===== config.mk =====
export PLATFORM = sky130hd
export DESIGN_NAME = axis_stall_detector_flat
export DESIGN_NICKNAME = d
export VERILOG_FILES = /design/src/rtl/axis_stall_detector_if.sv /design/src/rtl/axis_stall_detector.sv /design/src/flat_wrapper.sv
export SDC_FILE = /design/constraint.sdc
export NUM_CORES = 1
export LEC_CHECK = 0
export ABC_AREA = 1
export CAP_MARGIN = 5
export CORE_ASPECT_RATIO = 1.75
export CORE_MARGIN = 2
export CORE_UTILIZATION = 25
export CTS_CLUSTER_DIAMETER = 200
export DETAILED_ROUTE_END_ITERATION = 6
export PLACE_DENSITY = 0.45
export REMOVE_ABC_BUFFERS = 1
export SKIP_LAST_GASP = 1
export SYNTH_ARGS = -nofsm -noshare
export SYNTH_HDL_FRONTEND = slang
export SYNTH_SLANG_ARGS = --single-unit

===== constraint.sdc =====
create_clock -name clock -period 6.85 [get_ports clock]
set_clock_uncertainty 0.1 [all_clocks]
set_input_delay 1.7125 -clock clock [delete_from_list [all_inputs] [get_ports clock]]
set_output_delay 1.7125 -clock clock [all_outputs]
set_load 0.005 [all_outputs]

===== src/rtl/axis_stall_detector_if.sv =====
// Channel observation and blocked-event report signals for the AXIS stall watchdog.
interface axis_stall_detector_if #(
    parameter int unsigned NUM_CH = 5,
    parameter int unsigned IDX_W  = 3
);
    logic [NUM_CH-1:0] ch_tvalid;
    logic [NUM_CH-1:0] ch_tready;
    logic [NUM_CH-1:0] inst_idle;
    logic [NUM_CH-1:0] axis_block_sigs;
    logic              any_block;
    logic              report_valid;
    logic              report_ready;
    logic [IDX_W:0]    report_data;
    logic [IDX_W:0]    report_count;

    // Harness side: drives the observed channels and consumes reports.
    modport master (
        output ch_tvalid, ch_tready, inst_idle, report_ready,
        input  axis_block_sigs, any_block, report_valid, report_data, report_count
    );

    // Watchdog side.
    modport slave (
        input  ch_tvalid, ch_tready, inst_idle, report_ready,
        output axis_block_sigs, any_block, report_valid, report_data, report_count
    );
endinterface


===== src/rtl/axis_stall_detector.sv =====
// Per-channel AXI-Stream stall watchdog: counts consecutive stalled cycles per channel,
// raises a registered block flag at STALL_LIMIT and queues one event per blocking episode.
module axis_stall_detector #(
    parameter int unsigned NUM_CH      = 5,
    parameter int unsigned CNT_W       = 16,
    parameter int unsigned STALL_LIMIT = 1024,
    parameter int unsigned IDX_W       = 3,
    parameter int unsigned FIFO_DEPTH  = 4
) (
    input  logic                 clock,
    input  logic                 reset,
    input  logic                 enable,
    axis_stall_detector_if.slave bus
);
    localparam int unsigned      PtrW      = (FIFO_DEPTH > 1) ? $clog2(FIFO_DEPTH) : 1;
    localparam logic [CNT_W-1:0] LimitM1   = CNT_W'(STALL_LIMIT - 1);
    localparam logic [CNT_W-1:0] LimitHold = CNT_W'(STALL_LIMIT);
    localparam logic [IDX_W:0]   DepthCnt  = (IDX_W + 1)'(FIFO_DEPTH);

    typedef enum logic [2:0] {StOk, StFull, StEmpty, StBlkFull, StBlkEmpty} ch_state_e;

    ch_state_e         state_q [NUM_CH];
    ch_state_e         state_d [NUM_CH];
    logic [CNT_W-1:0]  cnt_q   [NUM_CH];
    logic [CNT_W-1:0]  cnt_d   [NUM_CH];
    logic [NUM_CH-1:0] full_stall, empty_stall;
    logic [NUM_CH-1:0] blk_now, blk_next;
    logic [NUM_CH-1:0] block_q, pending_q, pending_d, push_sel;
    logic              any_block_q;

    logic [IDX_W:0]    mem_q [FIFO_DEPTH];
    logic [PtrW-1:0]   wr_ptr_q, rd_ptr_q;
    logic [IDX_W:0]    count_q;
    logic              push_valid, push_kind, do_push, do_pop;
    logic [IDX_W-1:0]  push_idx;

    // Back-pressure: producer waiting. Starvation: consumer waiting on data.
    assign full_stall  = bus.ch_tvalid & ~bus.ch_tready;
    assign empty_stall = ~bus.ch_tvalid & bus.ch_tready & ~bus.inst_idle;

    // Per-channel stall FSM and consecutive-stall counter.
    always_comb begin
        blk_now  = '0;
        blk_next = '0;
        for (int i = 0; i < NUM_CH; i++) begin
            state_d[i] = state_q[i];
            cnt_d[i]   = cnt_q[i];
            unique case (state_q[i])
                StOk: begin
                    if (full_stall[i]) begin
                        state_d[i] = StFull;
                        cnt_d[i]   = CNT_W'(1);
                    end else if (empty_stall[i]) begin
                        state_d[i] = StEmpty;
                        cnt_d[i]   = CNT_W'(1);
                    end else begin
                        cnt_d[i] = '0;
                    end
                end
                StFull: begin
                    if (full_stall[i]) begin
                        if (cnt_q[i] == LimitM1) begin
                            state_d[i] = StBlkFull;
                            cnt_d[i]   = LimitHold;
                        end else begin
                            cnt_d[i] = cnt_q[i] + CNT_W'(1);
                        end
                    end else begin
                        state_d[i] = StOk;
                        cnt_d[i]   = '0;
                    end
                end
                StEmpty: begin
                    if (empty_stall[i]) begin
                        if (cnt_q[i] == LimitM1) begin
                            state_d[i] = StBlkEmpty;
                            cnt_d[i]   = LimitHold;
                        end else begin
                            cnt_d[i] = cnt_q[i] + CNT_W'(1);
                        end
                    end else if (full_stall[i]) begin
                        state_d[i] = StFull;
                        cnt_d[i]   = CNT_W'(1);
                    end else begin
                        state_d[i] = StOk;
                        cnt_d[i]   = '0;
                    end
                end
                StBlkFull: begin
                    if (empty_stall[i]) begin
                        state_d[i] = StEmpty;
                        cnt_d[i]   = CNT_W'(1);
                    end else if (!full_stall[i]) begin
                        state_d[i] = StOk;
                        cnt_d[i]   = '0;
                    end
                end
                StBlkEmpty: begin
                    if (full_stall[i]) begin
                        state_d[i] = StFull;
                        cnt_d[i]   = CNT_W'(1);
                    end else if (!empty_stall[i]) begin
                        state_d[i] = StOk;
                        cnt_d[i]   = '0;
                    end
                end
                default: begin
                    state_d[i] = StOk;
                    cnt_d[i]   = '0;
                end
            endcase
            if (!enable) begin
                state_d[i] = StOk;
                cnt_d[i]   = '0;
            end
            blk_now[i]  = (state_q[i] == StBlkFull) || (state_q[i] == StBlkEmpty);
            blk_next[i] = (state_d[i] == StBlkFull) || (state_d[i] == StBlkEmpty);
        end
    end

    // Lowest-index pending channel wins the single push slot; pending tracks unreported episodes.
    always_comb begin
        push_valid = 1'b0;
        push_idx   = '0;
        push_kind  = 1'b0;
        push_sel   = '0;
        for (int i = int'(NUM_CH) - 1; i >= 0; i--) begin
            if (pending_q[i]) begin
                push_valid  = 1'b1;
                push_idx    = IDX_W'(i);
                push_kind   = (state_q[i] == StBlkFull);
                push_sel    = '0;
                push_sel[i] = 1'b1;
            end
        end
        do_pop  = (count_q != '0) && bus.report_ready;
        // A full queue still accepts when it is popped in the same cycle.
        do_push = enable && push_valid && ((count_q != DepthCnt) || do_pop);
        // Masking with blk_next drops episodes that ended before being reported.
        pending_d = ((pending_q & ~({NUM_CH{do_push}} & push_sel)) & blk_next)
                  | (blk_next & ~blk_now);
        if (!enable) begin
            pending_d = '0;
        end
    end

    // Channel state, counters, flags and pending bits.
    always_ff @(posedge clock) begin
        if (reset) begin
            for (int i = 0; i < NUM_CH; i++) begin
                state_q[i] <= StOk;
                cnt_q[i]   <= '0;
            end
            block_q     <= '0;
            any_block_q <= 1'b0;
            pending_q   <= '0;
        end else begin
            for (int i = 0; i < NUM_CH; i++) begin
                state_q[i] <= state_d[i];
                cnt_q[i]   <= cnt_d[i];
            end
            block_q     <= blk_next;
            any_block_q <= |blk_next;
            pending_q   <= pending_d;
        end
    end

    // Event queue; kept across enable low so the logger can still drain it.
    always_ff @(posedge clock) begin
        if (reset) begin
            for (int i = 0; i < FIFO_DEPTH; i++) begin
                mem_q[i] <= '0;
            end
            wr_ptr_q <= '0;
            rd_ptr_q <= '0;
            count_q  <= '0;
        end else begin
            if (do_push) begin
                mem_q[wr_ptr_q] <= {push_kind, push_idx};
                wr_ptr_q        <= wr_ptr_q + PtrW'(1);
            end
            if (do_pop) begin
                rd_ptr_q <= rd_ptr_q + PtrW'(1);
            end
            if (do_push && !do_pop) begin
                count_q <= count_q + (IDX_W + 1)'(1);
            end else if (!do_push && do_pop) begin
                count_q <= count_q - (IDX_W + 1)'(1);
            end
        end
    end

    assign bus.axis_block_sigs = block_q;
    assign bus.any_block       = any_block_q;
    assign bus.report_valid    = (count_q != '0);
    assign bus.report_data     = mem_q[rd_ptr_q];
    assign bus.report_count    = count_q;
endmodule


===== src/flat_wrapper.sv =====
// flat-port wrapper written by rule: the top's interface ports become plain ports
module axis_stall_detector_flat 
#(
    parameter int unsigned NUM_CH      = 5,
    parameter int unsigned CNT_W       = 16,
    parameter int unsigned STALL_LIMIT = 1024,
    parameter int unsigned IDX_W       = 3,
    parameter int unsigned FIFO_DEPTH  = 4
)
  (clock, reset, enable, bus_ch_tvalid, bus_ch_tready, bus_inst_idle, bus_report_ready, bus_axis_block_sigs, bus_any_block, bus_report_valid, bus_report_data, bus_report_count);
  axis_stall_detector_if #(.NUM_CH(NUM_CH), .IDX_W(IDX_W)) bus_i ();
  input  logic clock;
  input  logic reset;
  input  logic enable;
  input wire logic [$bits(bus_i.ch_tvalid)-1:0] bus_ch_tvalid;
  input wire logic [$bits(bus_i.ch_tready)-1:0] bus_ch_tready;
  input wire logic [$bits(bus_i.inst_idle)-1:0] bus_inst_idle;
  input wire logic [$bits(bus_i.report_ready)-1:0] bus_report_ready;
  output wire logic [$bits(bus_i.axis_block_sigs)-1:0] bus_axis_block_sigs;
  output wire logic [$bits(bus_i.any_block)-1:0] bus_any_block;
  output wire logic [$bits(bus_i.report_valid)-1:0] bus_report_valid;
  output wire logic [$bits(bus_i.report_data)-1:0] bus_report_data;
  output wire logic [$bits(bus_i.report_count)-1:0] bus_report_count;
  assign bus_i.ch_tvalid = bus_ch_tvalid;
  assign bus_i.ch_tready = bus_ch_tready;
  assign bus_i.inst_idle = bus_inst_idle;
  assign bus_i.report_ready = bus_report_ready;
  assign bus_axis_block_sigs = bus_i.axis_block_sigs;
  assign bus_any_block = bus_i.any_block;
  assign bus_report_valid = bus_i.report_valid;
  assign bus_report_data = bus_i.report_data;
  assign bus_report_count = bus_i.report_count;
  axis_stall_detector #(.NUM_CH(NUM_CH), .CNT_W(CNT_W), .STALL_LIMIT(STALL_LIMIT), .IDX_W(IDX_W), .FIFO_DEPTH(FIFO_DEPTH)) u_core (.clock(clock), .reset(reset), .enable(enable), .bus(bus_i));
endmodule

==> metrics.cfg, run 1 <==
[critical_path]
r2r_start = u_core.bus.report_count[0]$_SDFFE_PP0P_
reg2reg_depth = 14
reg2reg_setup_slack_ps = 4150
crit_required_ps = 7080
path_class = input pin to flip-flop
critPathMaxFanout = 9
crit_arrival_ps = 4360
startpoint_type = input pin
startpoint = enable
crit_end = u_core.bus.report_count[3]$_SDFFE_PP0P_
worst_setup_path_end_kind = flip-flop
r2r-end = u_core.bus.report_count[3]$_SDFFE_PP0P_

[global_route]
grt_pass1_vias = 6688
grt_max_degree = 26
antenna_found_initial = 0
grt_pass1_wl_um = 31100
grt_overflow = 0
grtUsageTotal_pct = 12.4

[yosys]
ys_ff_latch = 132
synth_edf_count = 16
yosys.area_share.simple_pct = 35.2
muxShareOfSynthArea_pct = 0
synth_top_family_by_area = simple AND/OR/NAND/NOR gates
syn_area_per_cell_um2 = 7.11
seq_area_frac_synth_pct = 37.2
netlist_top_cells_area = dfxtp_1 31%, nand2_1 10%, nor2_1 8.1%
synth_top_area_cell = dfxtp_1
yosys_warnings = 0
synth_cells = 1060
synthAdderAreaFrac_pct = 1.59
synth_cell_types = 62
yosys_most_used_dff = dfxtp_1
synth_compound_area_share_pct = 13.8
synthTopCellsByCount = 208 x nand2_1, 163 x nor2_1, 138 x inv_1
syn_area_um2 = 7540
async_reset_ff_share_pct = 0
synth_top_cell_area_share_pct = 30.8
yosysMostFrequentCell = nand2_1
synth_xor_area_share_pct = 2.32

[sta]
hold_violations = 0
timing.fmax_mhz = 242
fin_tns_setup_ps = 0
period_share_pct = 60.3
rsz0062_at_grt = no
hold_ws_ps = 343
relSlewSlack_pct = 52.9
final_max_slew_viol_count = 0
period_minus_slack_ps = 4130
finalSetupViolations = 0
tightest_slew_ps = 699

[placed_design]
portBuffers = 33
routabilityCongestion = 0.806
dp_hpwl_um = 14300
dp_cells = 1469

[clocking]
clk_path_buf_depth = 2
post_cts_buffers = 0
clk_pin_slew_worst_paths_ps = 60
cts_tree = built
cts.repair.resized = 0
ctsHoldBuffers = 0
root_buffer = clkbuf_16
cts.sink_count = 132
h-tree-depth = 4
cts_buffers = 17
clock_latency_ps = 440

[pwr]
clkPwrFrac_pct = 46.8
power.internal_mw = 1.53
power_density_nw_per_um2 = 229
p_leak_nw = 3.37
seqPwrFrac_pct = 41.2
vdd.ir_drop.worst_v = 0.000185
comb_power_share_pct = 12.1
power.switching_mw = 0.507
swShare_pct = 24.9

[floorplanning]
die_w_um = 135
fp.dieArea_um2 = 31600
row_count = 84
start_util_pct = 25.3
die_h_um = 234
ios = 34
core_area_um2 = 29800

[routing]
drt_iter0_drc = 230
wl_um = 18500
vias_per_cell = 4.37
detail_route.wl_per_cell_um = 12.3
drc = 0
ant_nets = 0
first_pass_iters = 4
num_vias = 6562

[final_layout]
diodes = 0
drive_gt1_share_pct = 15.1
utilization_pct = 29.8
nets = 1129
finalNonFillerCells = 1500
areaGrowthSynthToFinish_pct = 17.9

[outcome]
status = complete, no violations

[min_path]
hp-class = flip-flop to flip-flop

[run]
maxCapViolCount = 0

-- worst min-delay path by stage --
stage                                     start                               end  slack [ps]  depth (start not counted)
6_report       u_core.cnt_q[0][55]$_SDFFE_PP0P_  u_core.cnt_q[0][55]$_SDFFE_PP0P_         340                          2
5_1_grt        u_core.cnt_q[0][55]$_SDFFE_PP0P_  u_core.cnt_q[0][55]$_SDFFE_PP0P_         390                          2
4_1_cts        u_core.cnt_q[0][55]$_SDFFE_PP0P_  u_core.cnt_q[0][55]$_SDFFE_PP0P_         350                          2
3_5_place_dp   u_core.cnt_q[0][55]$_SDFFE_PP0P_  u_core.cnt_q[0][55]$_SDFFE_PP0P_         340                          2
3_3_place_gp   u_core.cnt_q[0][55]$_SDFFE_PP0P_  u_core.cnt_q[0][55]$_SDFFE_PP0P_         340                          2
2_1_floorplan  u_core.cnt_q[0][55]$_SDFFE_PP0P_  u_core.cnt_q[0][55]$_SDFFE_PP0P_         320                          2
-- metrics by stage --
step	instance area [µm²]	setup slack, ps	power [mW]
finish	8880	2720	2.03
global route	8880	2510	2.13
CTS	8880	2690	2.07
detailed placement	8290	2220	1.11
global placement	8290	2250	1.10
floorplan	7460	3210	0.983
-- power by group through the flow --
stage | logic [mW] | registers (mW) | clock network, mW
4_1_cts | 0.252 | 0.838 | 0.979
2_1_floorplan | 0.136 | 0.847 | 0
3_5_place_dp | 0.250 | 0.855 | 0
6_report | 0.245 | 0.837 | 0.951
3_3_place_gp | 0.248 | 0.855 | 0
5_1_grt | 0.276 | 0.841 | 1.01
-- cells in the final DEF, fill, tap and decap left out, drive strengths merged, types with 10 or more instances in the layout --
cell and count:
a21oi 59, nand4 15, clkdlybuf4s50 33, xor2 16, edfxtp 16, nor2 192
o21ai 55, nand2 227, inv 174, a211oi 10, dfxtp 116, clkbuf 19
nand3 64, nor3 36
-- layer usage --
layer / vias up / share of wire (%) / track usage, % / wire length, µm
li1: 3501 / - / - / -
met1: 2988 / 39 / 12.1 / 7240
met2: 56 / 57 / 24.7 / 10500
met3: 17 / 2.2 / 2.99 / 408
met4: 0 / 1.8 / 4.82 / 329
met5: - / 0 / 0 / 0
-- critical path, stage by stage --
cell	delay [ps]
clkdlybuf4s50_1	740
nand2_1	180
a31oi_4	250
ha_1	230
inv_1	90
ha_1	310
and3_1	190
a211oi_1	230
nor2_1	70
nor2_1	90
nand2_1	70
o21ai_0	140
a21oi_1	50
-- cell type report --
cell class / count / area [µm²]
Fill cell: 3285 / 21000
Multi-Input combinational cell: 740 / 3990
Sequential cell: 132 / 2800
Inverter: 175 / 664
Tap cell: 387 / 484
Clock buffer: 19 / 433
Timing Repair Buffer: 35 / 345
Clock inverter: 12 / 163
-- kinds of logic (layout without fill, tap and decap cells) --
group | after synthesis | after routing
XOR/XNOR | 20 | 20
flip-flops | 132 | 132
adder cells (fa/ha/maj) | 9 | 9
AND/OR/NAND/NOR | 551 | 551
AO/OA/AOI/OAI | 160 | 160
buffers and inverters | 188 | 241
-- state kept, by name, summed over array words and instances, names as in the netlist, named ones only --
name	cells
u_core.bus.any_block	1
u_core.bus.axis_block_sigs	5
u_core.bus.report_count	4
u_core.cnt_q	80
u_core.mem_q	16
u_core.pending_q	5
u_core.rd_ptr_q	2
u_core.state_q	15
u_core.wr_ptr_q	2
(Power assumes the default switching activity.)
==> inputs of run 2 (changes only) <==
Clock period 6.85 ns to 3.9 ns, I/O delays scaled along.
==> run 2 against run 1 <==
Net effect:
- sequential power rose by 76%
- combinational power rose by 74%
- setup slack got worse by 2000 ps
- total power is 78% higher
- first-iteration DRC count up 4.8%
- register-to-register slack worse by 3000 ps
- via count rose by 1.1%
- clock-buffer cell count down 2
- largest cell class unchanged
==> metrics.cfg, run 2 (same netlist as run 1, synthesis figures left out) <==
[outcome]
status = complete, no violations

[min_path]
holdPathStages = 2
hp-class = flip-flop to flip-flop
hold_start = u_core.cnt_q[0][55]$_SDFFE_PP0P_
hold_path_end = u_core.cnt_q[0][55]$_SDFFE_PP0P_

[pwr]
p_leak_nw = 3.39
fin_total_pwr_mw = 3.62
vdd.ir_drop.worst_v = 0.000326
power_density_nw_per_um2 = 405

[floorplanning]
fp.dieArea_um2 = 31600
ios = 34
core_area_um2 = 29800
start_util_pct = 25.3
die_h_um = 234
row_count = 84
die_w_um = 135

[routing]
first_pass_iters = 4
detail_route.wl_per_cell_um = 12.3
num_vias = 6634
drc = 0
drt_iter0_drc = 241
vias_per_cell = 4.41
wl_um = 18500
ant_nets = 0

[placed_design]
place_area_um2 = 8300
routabilityCongestion = 0.796
dp_hpwl_um = 14400
portBuffers = 33
dpl_worst_slack_ps = 199
dp_cells = 1471

[clocking]
clk_pin_slew_worst_paths_ps = 60
clk_path_buf_depth = 2
post_cts_buffers = 0
cts.repair.resized = 0
cts.sink_count = 132
root_buffer = clkbuf_16
h-tree-depth = 4
clock_latency_ps = 430
ctsHoldBuffers = 0
cts_buffers = 17
cts_tree = built

[sta]
period_share_pct = 82.9
fin_ws_ps = 667
hold_violations = 0
fin_tns_setup_ps = 0
hold_ws_ps = 348
rsz0062_at_grt = no
period_minus_slack_ps = 3230
final_max_slew_viol_count = 0
tightest_slew_ps = 697
timing.fmax_mhz = 309
relSlewSlack_pct = 53.0
finalSetupViolations = 0

[final_layout]
finalNonFillerCells = 1503
final_common_cell = nand2_1
drive_gt1_share_pct = 15.8
nFillCells = 3299
largest_reg_flops = 80
diodes = 0
final_cell_mix = 208 x nand2_1, 163 x nor2_1, 138 x inv_1
nets = 1131
areaGrowthSynthToFinish_pct = 18.5
reg.largest.list = u_core.cnt_q x80, u_core.mem_q x16, u_core.state_q x15
top_register = u_core.cnt_q
final_area_um2 = 8930
utilization_pct = 29.9

[critical_path]
r2r_start = u_core.bus.report_count[0]$_SDFFE_PP0P_
r2r-end = u_core.bus.report_count[3]$_SDFFE_PP0P_
crit_required_ps = 4120
startpoint = bus_report_ready
startpoint_type = input pin
crit_arrival_ps = 3460
reg2reg_depth = 14
worst_setup_path_end_kind = flip-flop
reg2reg_setup_slack_ps = 1190
path_class = input pin to flip-flop
critPathMaxFanout = 5

[global_route]
grtUsageTotal_pct = 12.4
grt_pass1_wl_um = 31000
grt_max_degree = 19
antenna_found_initial = 0
grt_overflow = 0
grt_pass1_vias = 6701

[run]
maxCapViolCount = 0

## run 2: routing by layer
layer	wire (µm)	vias to the layer above	part of all wire, %	track usage, %
met2	10500	53	57	25.2
met4	374	0	2.0	4.95
met5	0	-	0	0
met3	385	22	2.1	2.67
met1	7180	3054	39	11.8
li1	-	3505	-	-
## run 2: how the worst max path moves through the flow
stage	slack, ps	end
5_1_grt	410	u_core.bus.report_count[3]$_SDFFE_PP0P_
3_5_place_dp	200	u_core.bus.report_count[3]$_SDFFE_PP0P_
3_3_place_gp	210	u_core.bus.report_count[3]$_SDFFE_PP0P_
2_1_floorplan	1000	u_core.bus.report_count[3]$_SDFFE_PP0P_
4_1_cts	660	u_core.bus.report_count[3]$_SDFFE_PP0P_
6_report	670	u_core.bus.report_count[3]$_SDFFE_PP0P_
## run 2: cell type report
type	count	area, µm²	area share [%]
Multi-Input combinational cell	740	3990	44.7
Sequential cell	132	2800	31.4
Inverter	175	664	7.44
Tap cell	387	484	5.42
Clock buffer	17	425	4.76
Timing Repair Buffer	37	360	4.03
Clock inverter	15	204	2.28
## run 2: critical path: stages
cell	delay, ps
clkdlybuf4s50_1	490
nor2_1	60
nand3_1	100
nand2_1	120
a31oi_4	240
ha_1	230
inv_1	90
ha_1	320
and3_1	200
a211oi_1	220
nor2_1	60
nor2_1	90
nand2_1	70
o21ai_0	140
a21oi_1	50
## run 2: report_power, final
group / total, mW / internal [mW] / switching (mW)
clock: 1.72 / 1.07 / 0.647
sequential: 1.47 / 1.42 / 0.0497
combinational: 0.426 / 0.205 / 0.221
total: 3.62 / 2.70 / 0.918
==> variant: new RTL, flow settings as in run 1 <==
`FIFO_DEPTH` is set to 4 in 2 places; all go to 8.
--- a/src/rtl/axis_stall_detector.sv
+++ b/src/rtl/axis_stall_detector.sv
@@ -6,5 +6,5 @@
     parameter int unsigned STALL_LIMIT = 1024,
     parameter int unsigned IDX_W       = 3,
-    parameter int unsigned FIFO_DEPTH  = 4
+    parameter int unsigned FIFO_DEPTH  = 8
 ) (
     input  logic                 clock,
--- a/src/flat_wrapper.sv
+++ b/src/flat_wrapper.sv
@@ -6,5 +6,5 @@
     parameter int unsigned STALL_LIMIT = 1024,
     parameter int unsigned IDX_W       = 3,
-    parameter int unsigned FIFO_DEPTH  = 4
+    parameter int unsigned FIFO_DEPTH  = 8
 )
   (clock, reset, enable, bus_ch_tvalid, bus_ch_tready, bus_inst_idle, bus_report_ready, bus_axis_block_sigs, bus_any_block, bus_report_valid, bus_report_data, bus_report_count);
Function: not settled (the Yosys comparison gave no result); the edit may change what the design does.
==> variant against run 1 <==
  * Via count is 7.8% higher
  * Cell area up 4.8%
  * Worst setup slack got worse by 0.17 ns
  * Synthesized area grew 5.6%
  * Wire length rose by 9.0%
  * Sequential cell count rose by 19
  * Sequential power is 17% higher
  * Sequential share of layout area grew 4.3 points
  * Total power is 9.9% higher
==> variant: results (changes against run 1) <==
Pre-antenna DRT Iters: 5 (was 4)
Worst VDD drop: 0.188 mV (was 0.185 mV)
First-pass GRT wire length: 33500 um (was 31100 um)
Post_cts resized: 0 (unchanged)
Flop2flop setup slack: 4.07 ns (was 4.15 ns)
Synth area leaders: dfxtp_1, edfxtp_1, nor2_1, nand2_1, inv_1 (was dfxtp_1, nand2_1, nor2_1, inv_1, edfxtp_1)
Synth cell types: 58 (was 62)
Register area share after synthesis: 0.420 (was 0.372)
Clk root buf: clkbuf_16 (unchanged)
Post-Synth Adder-Cell Area: 0.0182 (was 0.0159)
Met1 Track Usage GR: 0.122 (was 0.121)
Detailed-route via count: 7076 (was 6562)
NetSw: 636 uW (was 507 uW)
Reg power frac: 0.439 (was 0.412)
Seq/total area: 0.359 (was 0.315)
WL met3: 448 um (was 408 um)
Leak Pwr: 0.00363 uW (was 0.00337 uW)
Initial antenna violation count: 0 (unchanged)
Max incr delay on CP: 0.66 ns (was 0.74 ns)
Final wirelength: 20100 um (was 18500 um)
Fraction of area in multi-input gates: 0.417 (was 0.449)
Clock buf/inv share: 0.0627 (was 0.0670)
Multi-In Gates: 786 (was 740)
Worst Path Max Fanout: 17 (was 9)
Final GP Congestion: 0.788 (was 0.806)
CTS sink count: 151 (was 132)
EDFF count, synth: 32 (was 16)
Share of layout cells above drive strength 1: 0.0806 (was 0.151)
Biggest regs: u_core.cnt_q (80), u_core.mem_q (32), u_core.state_q (15) (was u_core.cnt_q (80), u_core.mem_q (16), u_core.state_q (15))
Commonest cells post-synth: nor2_1, nand2_1, inv_1 (was nand2_1, nor2_1, inv_1)
XOR/XNOR Fraction of Synth Area: 0.0187 (was 0.0232)
Nets: 1195 (was 1129)
Min-delay src: u_core.cnt_q[0][21] (was u_core.cnt_q[0][55])
Tot GR Track Use: 0.126 (was 0.124)
Worst r2r src: u_core.pending_q[0] (was u_core.bus.report_count[0])
Vias in the first global route: 7033 (was 6688)
Fillers: 3457 (was 3285)
Status: complete, no violations (unchanged)
Wl on met1: 7940 um (was 7240 um)
Max-slew headroom: 0.427 (was 0.529)
Count of non-CTS buffers in the layout: 37 (was 35)
Worst Hold Path EP: u_core.cnt_q[0][21] (was u_core.cnt_q[0][55])
GR Util met2: 0.254 (was 0.247)
Signal inverters: 172 (was 175)
Worst Hold Slack: 0.350 ns (was 0.343 ns)
Post-DP HPWL: 15600 um (was 14300 um)
Largest net degree at the start of global routing: 24 (was 26)
Combinational power share: 0.136 (was 0.121)
Met2 WL: 11300 um (was 10500 um)
DR iter-0 viols: 400 (was 230)
Worst Path Arrival: 2.49 ns (was 4.36 ns)
Cell at the slowest stage of the critical path: dfxtp_1 (was clkdlybuf4s50_1)
variant: how the worst max path moves through the flow:
stage	slack [ns]	start	cells past startpoint	to
after floorplan	3.13	bus_report_ready	14	u_core.bus.report_count[3]
after global placement	2.34	bus_report_ready	15	u_core.bus.report_count[3]
after detailed placement	2.33	enable	13	u_core.bus.report_count[3]
after CTS	2.50	register	6	bus_report_data[2]
after global routing	2.27	register	6	bus_report_data[0]
final	2.55	register	6	bus_report_data[2]
variant: through the flow:
stage / setup WS, ns / cells / util / total power [uW] / cell area (um2)
5_1_grt: 2.27 / 1574 / 0.296 / 2350 / 9320
4_1_cts: 2.50 / 1574 / 0.296 / 2280 / 9320
6_report: 2.55 / 1574 / 0.296 / 2230 / 9320
3_3_place_gp: 2.34 / 1542 / 0.278 / 1320 / 8730
2_1_floorplan: 3.13 / 1109 / - / 1160 / 7880
3_5_place_dp: 2.33 / 1542 / 0.278 / 1310 / 8730
